[config.mk]
export PLATFORM = sky130hd
export DESIGN_NAME = avmm_sqrt_host_flat
export DESIGN_NICKNAME = d
export VERILOG_FILES = /design/src/rtl/avmm_sqrt_pkg.sv /design/src/rtl/avmm_sqrt_host_if.sv /design/src/rtl/avmm_sqrt_rd_xfer.sv /design/src/rtl/avmm_sqrt_host.sv /design/src/flat_wrapper.sv
export SDC_FILE = /design/constraint.sdc
export NUM_CORES = 1
export LEC_CHECK = 0
export CORE_ASPECT_RATIO = 1.2
export CORE_UTILIZATION = 40
export DETAILED_ROUTE_END_ITERATION = 12
export GPL_TIMING_DRIVEN = 0
export PLACE_DENSITY = 0.85
export SYNTH_ARGS = -nofsm -noshare
export SYNTH_HDL_FRONTEND = slang
export SYNTH_SLANG_ARGS = --single-unit
[constraint.sdc]
create_clock -name clk -period 4.5 [get_ports clk]
set_clock_uncertainty 0.15 [all_clocks]
set_input_delay 0.675 -clock clk [delete_from_list [all_inputs] [get_ports clk]]
set_output_delay 0.675 -clock clk [all_outputs]
set_load 0.005 [all_outputs]
[src/rtl/avmm_sqrt_pkg.sv]
// rtl/avmm_sqrt_pkg.sv - shared CSR map, field widths and FSM states for the sqrt host
// Purpose: constants and types used by the sqrt CSR host, its read helper and its bus interface.
// Ports: none (package).
package avmm_sqrt_pkg;

    localparam int DATA_W = 32;

    // CSR word addresses of the sqrt agent
    localparam logic [1:0] RADICAL   = 2'd0;
    localparam logic [1:0] Q         = 2'd1;
    localparam logic [1:0] REMAINDER = 2'd2;

    // Meaningful field widths inside the 32-bit CSR words
    localparam int RADICAL_W = 8;
    localparam int Q_W       = 4;
    localparam int REM_W     = 5;

    typedef enum logic [2:0] {
        IDLE,
        WR,
        SETTLE,
        RDQ,
        LATQ,
        RDR,
        LATR,
        RSP
    } state_t;

endpackage

[src/rtl/avmm_sqrt_host_if.sv]
// rtl/avmm_sqrt_host_if.sv - Avalon-MM bus bundle between the sqrt host and the CSR agent
// Purpose: groups the Avalon-MM signals so the host takes a single bus port.
// Ports (signals): avm_address[1:0], avm_read, avm_write, avm_writedata[31:0] (host -> agent);
//                  avm_readdata[31:0], avm_waitrequest (agent -> host).
// Modports: master (host side), slave (agent side).
interface avmm_sqrt_host_if;
    import avmm_sqrt_pkg::*;

    logic [1:0]        avm_address;
    logic              avm_read;
    logic              avm_write;
    logic [DATA_W-1:0] avm_writedata;
    logic [DATA_W-1:0] avm_readdata;
    logic              avm_waitrequest;

    modport master (
        output avm_address,
        output avm_read,
        output avm_write,
        output avm_writedata,
        input  avm_readdata,
        input  avm_waitrequest
    );

    modport slave (
        input  avm_address,
        input  avm_read,
        input  avm_write,
        input  avm_writedata,
        output avm_readdata,
        output avm_waitrequest
    );

endinterface

[src/rtl/avmm_sqrt_rd_xfer.sv]
// rtl/avmm_sqrt_rd_xfer.sv - single Avalon-MM read with waitrequest and fixed read latency
// Purpose: issues the read strobe while rd_req is high, reports acceptance, and produces a
//          one-cycle data_valid pulse when readdata is to be sampled.
// Ports: clk, areset (sync, active-high); rd_req (hold high until accepted);
//        waitrequest, readdata (from agent); read (strobe to agent);
//        accepted (read taken this cycle); data_valid (sample data now); data (read word).
module avmm_sqrt_rd_xfer
    import avmm_sqrt_pkg::*;
#(
    parameter int READ_LATENCY = 0
) (
    input  logic              clk,
    input  logic              areset,
    input  logic              rd_req,
    input  logic              waitrequest,
    input  logic [DATA_W-1:0] readdata,
    output logic              read,
    output logic              accepted,
    output logic              data_valid,
    output logic [DATA_W-1:0] data
);

    logic [1:0] lat_cnt;

    assign read     = rd_req;
    assign accepted = rd_req & ~waitrequest;
    assign data     = readdata;

    // With zero latency data arrives in the accept cycle; otherwise the counter is loaded
    // on acceptance and the data cycle is the one where it holds 1.
    assign data_valid = (READ_LATENCY == 0) ? accepted : (lat_cnt == 2'd1);

    always_ff @(posedge clk) begin
        if (areset) begin
            lat_cnt <= 2'd0;
        end else if (accepted && (READ_LATENCY != 0)) begin
            lat_cnt <= 2'(READ_LATENCY);
        end else if (lat_cnt != 2'd0) begin
            lat_cnt <= lat_cnt - 2'd1;
        end
    end

endmodule

[src/rtl/avmm_sqrt_host.sv]
// rtl/avmm_sqrt_host.sv - Avalon-MM host that runs one radical through the sqrt CSR agent
// Purpose: takes a radical on a valid/ready request, writes it to CSR 0, waits SETTLE_CYCLES,
//          reads Q (CSR 1) and remainder (CSR 2), and returns them on a valid/ready response.
// Ports: clk, areset (sync, active-high);
//        req_valid/req_ready/req_radical[7:0] (request);
//        rsp_valid/rsp_ready/rsp_q[3:0]/rsp_rem[4:0]/rsp_err (response);
//        avm (Avalon-MM master bus); busy (any state other than IDLE).
module avmm_sqrt_host
    import avmm_sqrt_pkg::*;
#(
    parameter int SETTLE_CYCLES = 2,
    parameter int READ_LATENCY  = 0
) (
    input  logic                 clk,
    input  logic                 areset,
    input  logic                 req_valid,
    output logic                 req_ready,
    input  logic [RADICAL_W-1:0] req_radical,
    output logic                 rsp_valid,
    input  logic                 rsp_ready,
    output logic [Q_W-1:0]       rsp_q,
    output logic [REM_W-1:0]     rsp_rem,
    output logic                 rsp_err,
    avmm_sqrt_host_if.master     avm,
    output logic                 busy
);

    state_t              state, state_n;
    logic [RADICAL_W-1:0] radical;
    logic [7:0]           settle_cnt;
    logic                 rd_req;
    logic                 rd_accepted;
    logic                 rd_dv;
    logic [DATA_W-1:0]    rd_data;

    avmm_sqrt_rd_xfer #(
        .READ_LATENCY(READ_LATENCY)
    ) u_rd_xfer (
        .clk        (clk),
        .areset     (areset),
        .rd_req     (rd_req),
        .waitrequest(avm.avm_waitrequest),
        .readdata   (avm.avm_readdata),
        .read       (avm.avm_read),
        .accepted   (rd_accepted),
        .data_valid (rd_dv),
        .data       (rd_data)
    );

    always_ff @(posedge clk) begin
        if (areset) begin
            state      <= IDLE;
            radical    <= '0;
            settle_cnt <= '0;
            rsp_q      <= '0;
            rsp_rem    <= '0;
            rsp_err    <= 1'b0;
        end else begin
            state <= state_n;
            if (state == IDLE && req_valid) begin
                radical <= req_radical;
            end
            if (state == WR && !avm.avm_waitrequest) begin
                settle_cnt <= 8'(SETTLE_CYCLES);
            end else if (state == SETTLE) begin
                settle_cnt <= settle_cnt - 8'd1;
            end
            // Q read starts a fresh error flag; the remainder read can only add to it.
            if ((state == RDQ || state == LATQ) && rd_dv) begin
                rsp_q   <= rd_data[Q_W-1:0];
                rsp_err <= |rd_data[DATA_W-1:Q_W];
            end
            if ((state == RDR || state == LATR) && rd_dv) begin
                rsp_rem <= rd_data[REM_W-1:0];
                rsp_err <= rsp_err | (|rd_data[DATA_W-1:REM_W]);
            end
        end
    end

    always_comb begin
        state_n           = state;
        req_ready         = 1'b0;
        rsp_valid         = 1'b0;
        busy              = 1'b1;
        rd_req            = 1'b0;
        avm.avm_write     = 1'b0;
        avm.avm_address   = RADICAL;
        avm.avm_writedata = '0;
        case (state)
            IDLE: begin
                req_ready = 1'b1;
                busy      = 1'b0;
                if (req_valid) begin
                    state_n = WR;
                end
            end
            WR: begin
                avm.avm_write     = 1'b1;
                avm.avm_address   = RADICAL;
                avm.avm_writedata = {{(DATA_W-RADICAL_W){1'b0}}, radical};
                if (!avm.avm_waitrequest) begin
                    state_n = (SETTLE_CYCLES == 0) ? RDQ : SETTLE;
                end
            end
            SETTLE: begin
                // Leave on the cycle whose decrement takes the counter to zero.
                if (settle_cnt <= 8'd1) begin
                    state_n = RDQ;
                end
            end
            RDQ: begin
                rd_req          = 1'b1;
                avm.avm_address = Q;
                if (rd_dv) begin
                    state_n = RDR;
                end else if (rd_accepted) begin
                    state_n = LATQ;
                end
            end
            LATQ: begin
                if (rd_dv) begin
                    state_n = RDR;
                end
            end
            RDR: begin
                rd_req          = 1'b1;
                avm.avm_address = REMAINDER;
                if (rd_dv) begin
                    state_n = RSP;
                end else if (rd_accepted) begin
                    state_n = LATR;
                end
            end
            LATR: begin
                if (rd_dv) begin
                    state_n = RSP;
                end
            end
            RSP: begin
                rsp_valid = 1'b1;
                if (rsp_ready) begin
                    state_n = IDLE;
                end
            end
            default: begin
                state_n = IDLE;
            end
        endcase
    end

endmodule

[src/flat_wrapper.sv]
// flat-port wrapper written by rule: the top's interface ports become plain ports
module avmm_sqrt_host_flat import avmm_sqrt_pkg::*;
#(
    parameter int SETTLE_CYCLES = 2,
    parameter int READ_LATENCY  = 0
)
  (clk, areset, req_valid, req_ready, req_radical, rsp_valid, rsp_ready, rsp_q, rsp_rem, rsp_err, busy, avm_avm_address, avm_avm_read, avm_avm_write, avm_avm_writedata, avm_avm_readdata, avm_avm_waitrequest);
  avmm_sqrt_host_if avm_i ();
  input  logic clk;
  input  logic areset;
  input  logic req_valid;
  output logic req_ready;
  input  logic [RADICAL_W-1:0] req_radical;
  output logic rsp_valid;
  input  logic rsp_ready;
  output logic [Q_W-1:0] rsp_q;
  output logic [REM_W-1:0] rsp_rem;
  output logic rsp_err;
  output logic busy;
  output wire logic [$bits(avm_i.avm_address)-1:0] avm_avm_address;
  output wire logic [$bits(avm_i.avm_read)-1:0] avm_avm_read;
  output wire logic [$bits(avm_i.avm_write)-1:0] avm_avm_write;
  output wire logic [$bits(avm_i.avm_writedata)-1:0] avm_avm_writedata;
  input wire logic [$bits(avm_i.avm_readdata)-1:0] avm_avm_readdata;
  input wire logic [$bits(avm_i.avm_waitrequest)-1:0] avm_avm_waitrequest;
  assign avm_avm_address = avm_i.avm_address;
  assign avm_avm_read = avm_i.avm_read;
  assign avm_avm_write = avm_i.avm_write;
  assign avm_avm_writedata = avm_i.avm_writedata;
  assign avm_i.avm_readdata = avm_avm_readdata;
  assign avm_i.avm_waitrequest = avm_avm_waitrequest;
  avmm_sqrt_host #(.SETTLE_CYCLES(SETTLE_CYCLES), .READ_LATENCY(READ_LATENCY)) u_core (.clk(clk), .areset(areset), .req_valid(req_valid), .req_ready(req_ready), .req_radical(req_radical), .rsp_valid(rsp_valid), .rsp_ready(rsp_ready), .rsp_q(rsp_q), .rsp_rem(rsp_rem), .rsp_err(rsp_err), .avm(avm_i), .busy(busy));
endmodule
======== Word level (Yosys, flattened, before mapping) ========
Index checks and enable logic that the tools add are counted.
word-level totals
  register bits ........................... 29
  bits of input ports ..................... 45
cells by class
  add/subtract/negate cells ............... 1
  $lt $le $gt $ge ......................... 1
  equal/unequal tests ..................... 13
  multiplexer cells ....................... 18
  bitwise logic cells ..................... 3
  reductions and logical operators ........ 17
operators by type and width
  cell                 number
  $reduce_or 28->1     1
  $reduce_or 27->1     1
  $mux 3               6
  $pmux 3 s6           1
  $eq 3x3->1 const B   4
  $le 8x1->1 const B   1
  $mux 8               1
  $ne 2x2->1 const B   4
  $reduce_or 2->1      4
  $sub 8x1->8 const B  1
  $mux 1               7
  $eq 3x2->1 const B   2
  $reduce_and 6->1     1
  $logic_and 1x1->1    4
  $mux 2               2
  $ne 2x1->1 const B   2
  $pmux 2 s2           1
  $reduce_bool 2->1    2
  $eq 3x1->1 const B   1
  $logic_not 3->1      1
  $logic_or 1x1->1     2
  $and 1x1->1          1
  $logic_not 1->1      1
  $not 1->1            1
  $or 1x1->1           1

======== Depth between registers and ports, before layout ========
  word-level depth ........................ 7
  depth in mapped cells ................... 6
  gate-level depth less buffers ........... 6

======== Cells and area by module ========
A second synthesis with hierarchy kept.
second synthesis, totals
  cells, all modules ...................... 236
  area total of the unflattened synthesis .. 1934.4 µm²
by module, submodules not included
  module             instances  cells each  area each (µm²)
  avmm_sqrt_host     1          201         1665.3
  avmm_sqrt_rd_xfer  1          35          269.0

======== Worst setup path before layout ========
No wires, ideal clock.
  kind .................................... input-to-reg
  start point ............................. input port avm_avm_waitrequest
  end point ............................... register u_core.rsp_err
  library setup time ...................... 132 ps
  arrival ................................. 1519 ps
  slack ................................... 2699 ps
  stages on the path ...................... 6
  buffers on the path ..................... 2
  path through ............................ buf_2 -> nor4bb_1 -> buf_2 -> nor2b_1 -> a31oi_1 -> a21oi_1
on the way
  cells in the longest elaborated chain, start to end .. 4
RTL lines
  what                                                line                                        RTL
  start: declaration                                  flat_wrapper.sv:25                          input wire logic [$bits(avm_i.avm_waitrequest)-1:0] avm_avm_waitrequest;
  $not 1->1 *                                         avmm_sqrt_rd_xfer.sv:26                     assign accepted = rd_req & ~waitrequest;
  $and 1x1->1 *                                       avmm_sqrt_rd_xfer.sv:26
  $logic_and 1x1->1, on equally long branches         avmm_sqrt_host.sv:73, avmm_sqrt_host.sv:69
  $mux 1 / $reduce_bool 2->1 (equally long branches)  --
  end signal: assignment                              avmm_sqrt_host.sv:71                        rsp_err <= |rd_data[DATA_W-1:Q_W];
  end signal: assignment                              avmm_sqrt_host.sv:75                        rsp_err <= rsp_err | (|rd_data[DATA_W-1:REM_W]);
  end: declaration                                    avmm_sqrt_host.sv:23                        output logic rsp_err,
Mark *: on every way between the ends. The rest lies on a longest branch, timed or not.
A chain may end at the register's enable or synchronous reset.

======== Worst setup path in the final report ========
  start point ............................. register u_core.state[2]
  end point ............................... output port avm_avm_writedata[3]
on the way
  cells in the longest elaborated chain, start to end .. 2
RTL lines
  what                      line                  RTL
  start: declaration        avmm_sqrt_host.sv:28  state_t state, state_n;
  start signal: assignment  avmm_sqrt_host.sv:59  state <= state_n;
  $eq 3x1->1                avmm_sqrt_host.sv:89  case (state)
  $mux 8                    avmm_sqrt_host.sv:89
  end: declaration          flat_wrapper.sv:23    output wire logic [$bits(avm_i.avm_writedata)-1:0] avm_avm_writedata;
Every way passes these cells.

==> flow_metrics.tcl <==
set metrics [dict create \
    outcome "finished, final reports clean" \
    relSlewSlack 0.653 \
    cp.required_ns 3.67 \
    register_area_sq_um 581 \
    grt_pass1_vias 1444 \
    yosysTopAreaCellShare 0.374 \
    finalSetupViolations 0 \
    finalHoldViolations 0 \
    post-place-ws_ns 2.02 \
    cts_tree "yes" \
    min_path_type "flip-flop to flip-flop" \
    die_w_um 58.8 \
    hpwl_um 2760 \
    grt_max_degree 11 \
    cp-start-kind "flip-flop" \
    post-cts-setup-buffers 0 \
    yosys.area.top_type "dfxtp_1" \
    synth_edf_count 0 \
    critPathBufInv 2 \
    ys_seq_area_frac 0.374 \
    track_usage 0.190 \
    h-tree-depth 2 \
    syn_avg_cell_area_sq_um 7.87 \
    rows 24 \
    ff2ff_path_depth 5 \
    die_area_sq_um 4130 \
    cts.clk_slew.worst_paths_ns 0.06 \
    worst_setup_path_end_kind "output port" \
    clock_latency_ns 0.27 \
    cts.sinks 29 \
    cts_buffer_depth 2 \
    grt.overflow.total 0 \
    ys_ff_latch 29 \
    fill_cells 324 \
    power_leakage_uw 0.00102 \
    rsz0062_at_grt "no" \
    r2r-end "u_core.rsp_err$_SDFFE_PP0P_" \
    cts_hold_buffers 0 \
    fin_crit_sh 0.610 \
    final_nets 342 \
    diodes 0 \
    drv_cap 0 \
    cts_buffers 5 \
    path_cells "buf_2 > nor2_1 > and2_1 > clkdlybuf4s50_1" \
    drv_slew 0 \
    core_region_area_sq_um 3660 \
    critPathTopFamily "buffers and inverters" \
    worst_pin_slew_ns 0.517 \
    drive_above_1_share 0.139 \
    grt_pass1_wl_um 6020 \
    setup.worst_path.class "flip-flop to output port" \
    p_per_area_nw_per_um2 263 \
    slowest_stage "clkdlybuf4s50_1" \
    syn-cell-area_sq_um 1550 \
    ys_warn_count 0 \
    ys.flop_type "dfxtp_1" \
    netlist_instances 197 \
    multiInputGateArea_sq_um 823 \
    root_buffer "clkbuf_8" \
    avgViaCountPerCell 4.52 \
    start_util 0.423 \
    area_delta_synth_final_pct 59.2 \
    final_cell_mix "68 x clkdlybuf4s50_1, 29 x dfxtp_1, 28 x nand2_1, 24 x buf_4, 24 x conb_1" \
    setup-tns-final_ns 0 \
    ys_types 33 \
    crit_path_end "avm_avm_writedata[3]" \
    yosys-top-cells-area "dfxtp_1 37%, buf_4 12%, nand2_1 6.8%" \
    gp_congestion 0.729 \
    io_pins 94 \
    portBuffers 68 \
    min_period_ns 2.74 \
    rrSetupSlack_ns 2.78 \
    r2r-start "u_core.state[2]$_SDFFE_PP0P_" \
    vias 1569 \
    antenna_found_initial 0 \
    cp_max_fo 10 \
    synthArstFlopShare 0 \
    cp-startpoint "u_core.state[2]$_SDFFE_PP0P_" \
    routed_wl_um 3570 \
    wl_per_cell_um 10.3 \
    antenna_left 0 \
    critPathMaxStageDelay_ns 0.52 \
    cp.depth 4 \
    drt_iter0_markers 16 \
    die_y_um 70.2 \
    arrival_ns 1.92 \
    final_common_cell "clkdlybuf4s50_1" \
    cts-resized-gates 0 \
    drc 0 \
    setup_slack_ns 1.76 \
    vdd_drop_max_v 0.000214 \
    clock.fmax_mhz 365 \
    drtPass1Iterations 4 \
]
## Yosys cell counts, drive strengths merged, types with 2 or more instances
cell    instances
inv             4
nor3            3
nand2b          2
nand3           4
a21oi          18
xor2            6
ha              2
dfxtp          29
and2           10
buf            30
mux2i           4
nand4           3
nor4            6
nand2          28
clkbuf          2
o21ai           9
nor2           24
## state kept, by name (all words and copies together) (netlist names)
| name | cells |
|---|---|
| u_core.rsp_rem | 5 |
| u_core.radical | 8 |
| u_core.rsp_q | 4 |
| u_core.rsp_err | 1 |
| u_core.state | 3 |
| u_core.settle_cnt | 8 |
## logic make-up (layout without fill, tap and decap cells)
logic type      count (synthesis)  in the layout  share of synthesized area
simple gates                   87             87                      0.278
buf+inv                        36            111                      0.150
compound gates                 31             31                      0.114
flops                          29             29                      0.374
xor+xnor                        7              7                     0.0395
mux                             4              4                     0.0258
fa+ha+maj                       2              2                     0.0161
other cells                     1             24                    0.00242
## worst min-delay path by stage
stage	cells past startpoint	from	to
2_1_floorplan	2	u_core.radical[0]$_SDFFE_PP0P_	u_core.radical[0]$_SDFFE_PP0P_
3_3_place_gp	2	u_core.radical[0]$_SDFFE_PP0P_	u_core.radical[0]$_SDFFE_PP0P_
3_5_place_dp	2	u_core.radical[3]$_SDFFE_PP0P_	u_core.radical[3]$_SDFFE_PP0P_
4_1_cts	2	u_core.radical[4]$_SDFFE_PP0P_	u_core.radical[4]$_SDFFE_PP0P_
5_1_grt	2	u_core.radical[4]$_SDFFE_PP0P_	u_core.radical[4]$_SDFFE_PP0P_
6_report	2	u_core.radical[1]$_SDFFE_PP0P_	u_core.radical[1]$_SDFFE_PP0P_
## power by group
part | switching (uW) | internal (uW)
combinational | 67.2 | 90.8
clock | 88.8 | 121
sequential | 9.51 | 271
## tightest hold or removal path, cell delays in order (launching register included)
cell     delay, ns
dfxtp_1       0.30
nand2_1       0.05
a21oi_1       0.05
## per-layer routing
metal  share of wire  vias to the layer above  track usage
met3           0.089                        6       0.0722
li1                -                      805            -
met5               0                        -            0
met4           0.017                        0       0.0635
met2            0.51                       70        0.335
met1            0.38                      688        0.201
## area by class of cell
| class | count | share of cell area |
|---|---|---|
| timing repair buffer | 68 | 0.276 |
| inverter | 4 | 0.00608 |
| sequential | 29 | 0.235 |
| clock buffer | 7 | 0.0350 |
| multi-input combinational | 155 | 0.334 |
| buffer | 32 | 0.0882 |
| tap | 52 | 0.0264 |
## stage by stage
| step | instance area, sq um | power [uW] | util | hold WS, ns | instances |
|---|---|---|---|---|---|
| global placement | 2380 | 440 | 0.650 | 0.287 | 340 |
| finish | 2470 | 649 | 0.674 | 0.299 | 347 |
| detailed placement | 2380 | 443 | 0.650 | 0.292 | 340 |
| CTS | 2470 | 653 | 0.674 | 0.301 | 347 |
| global route | 2470 | 685 | 0.674 | 0.316 | 347 |
| floorplan | 1640 | 371 | - | 0.276 | 220 |
Note: power is estimated with default switching activity, not from simulation.
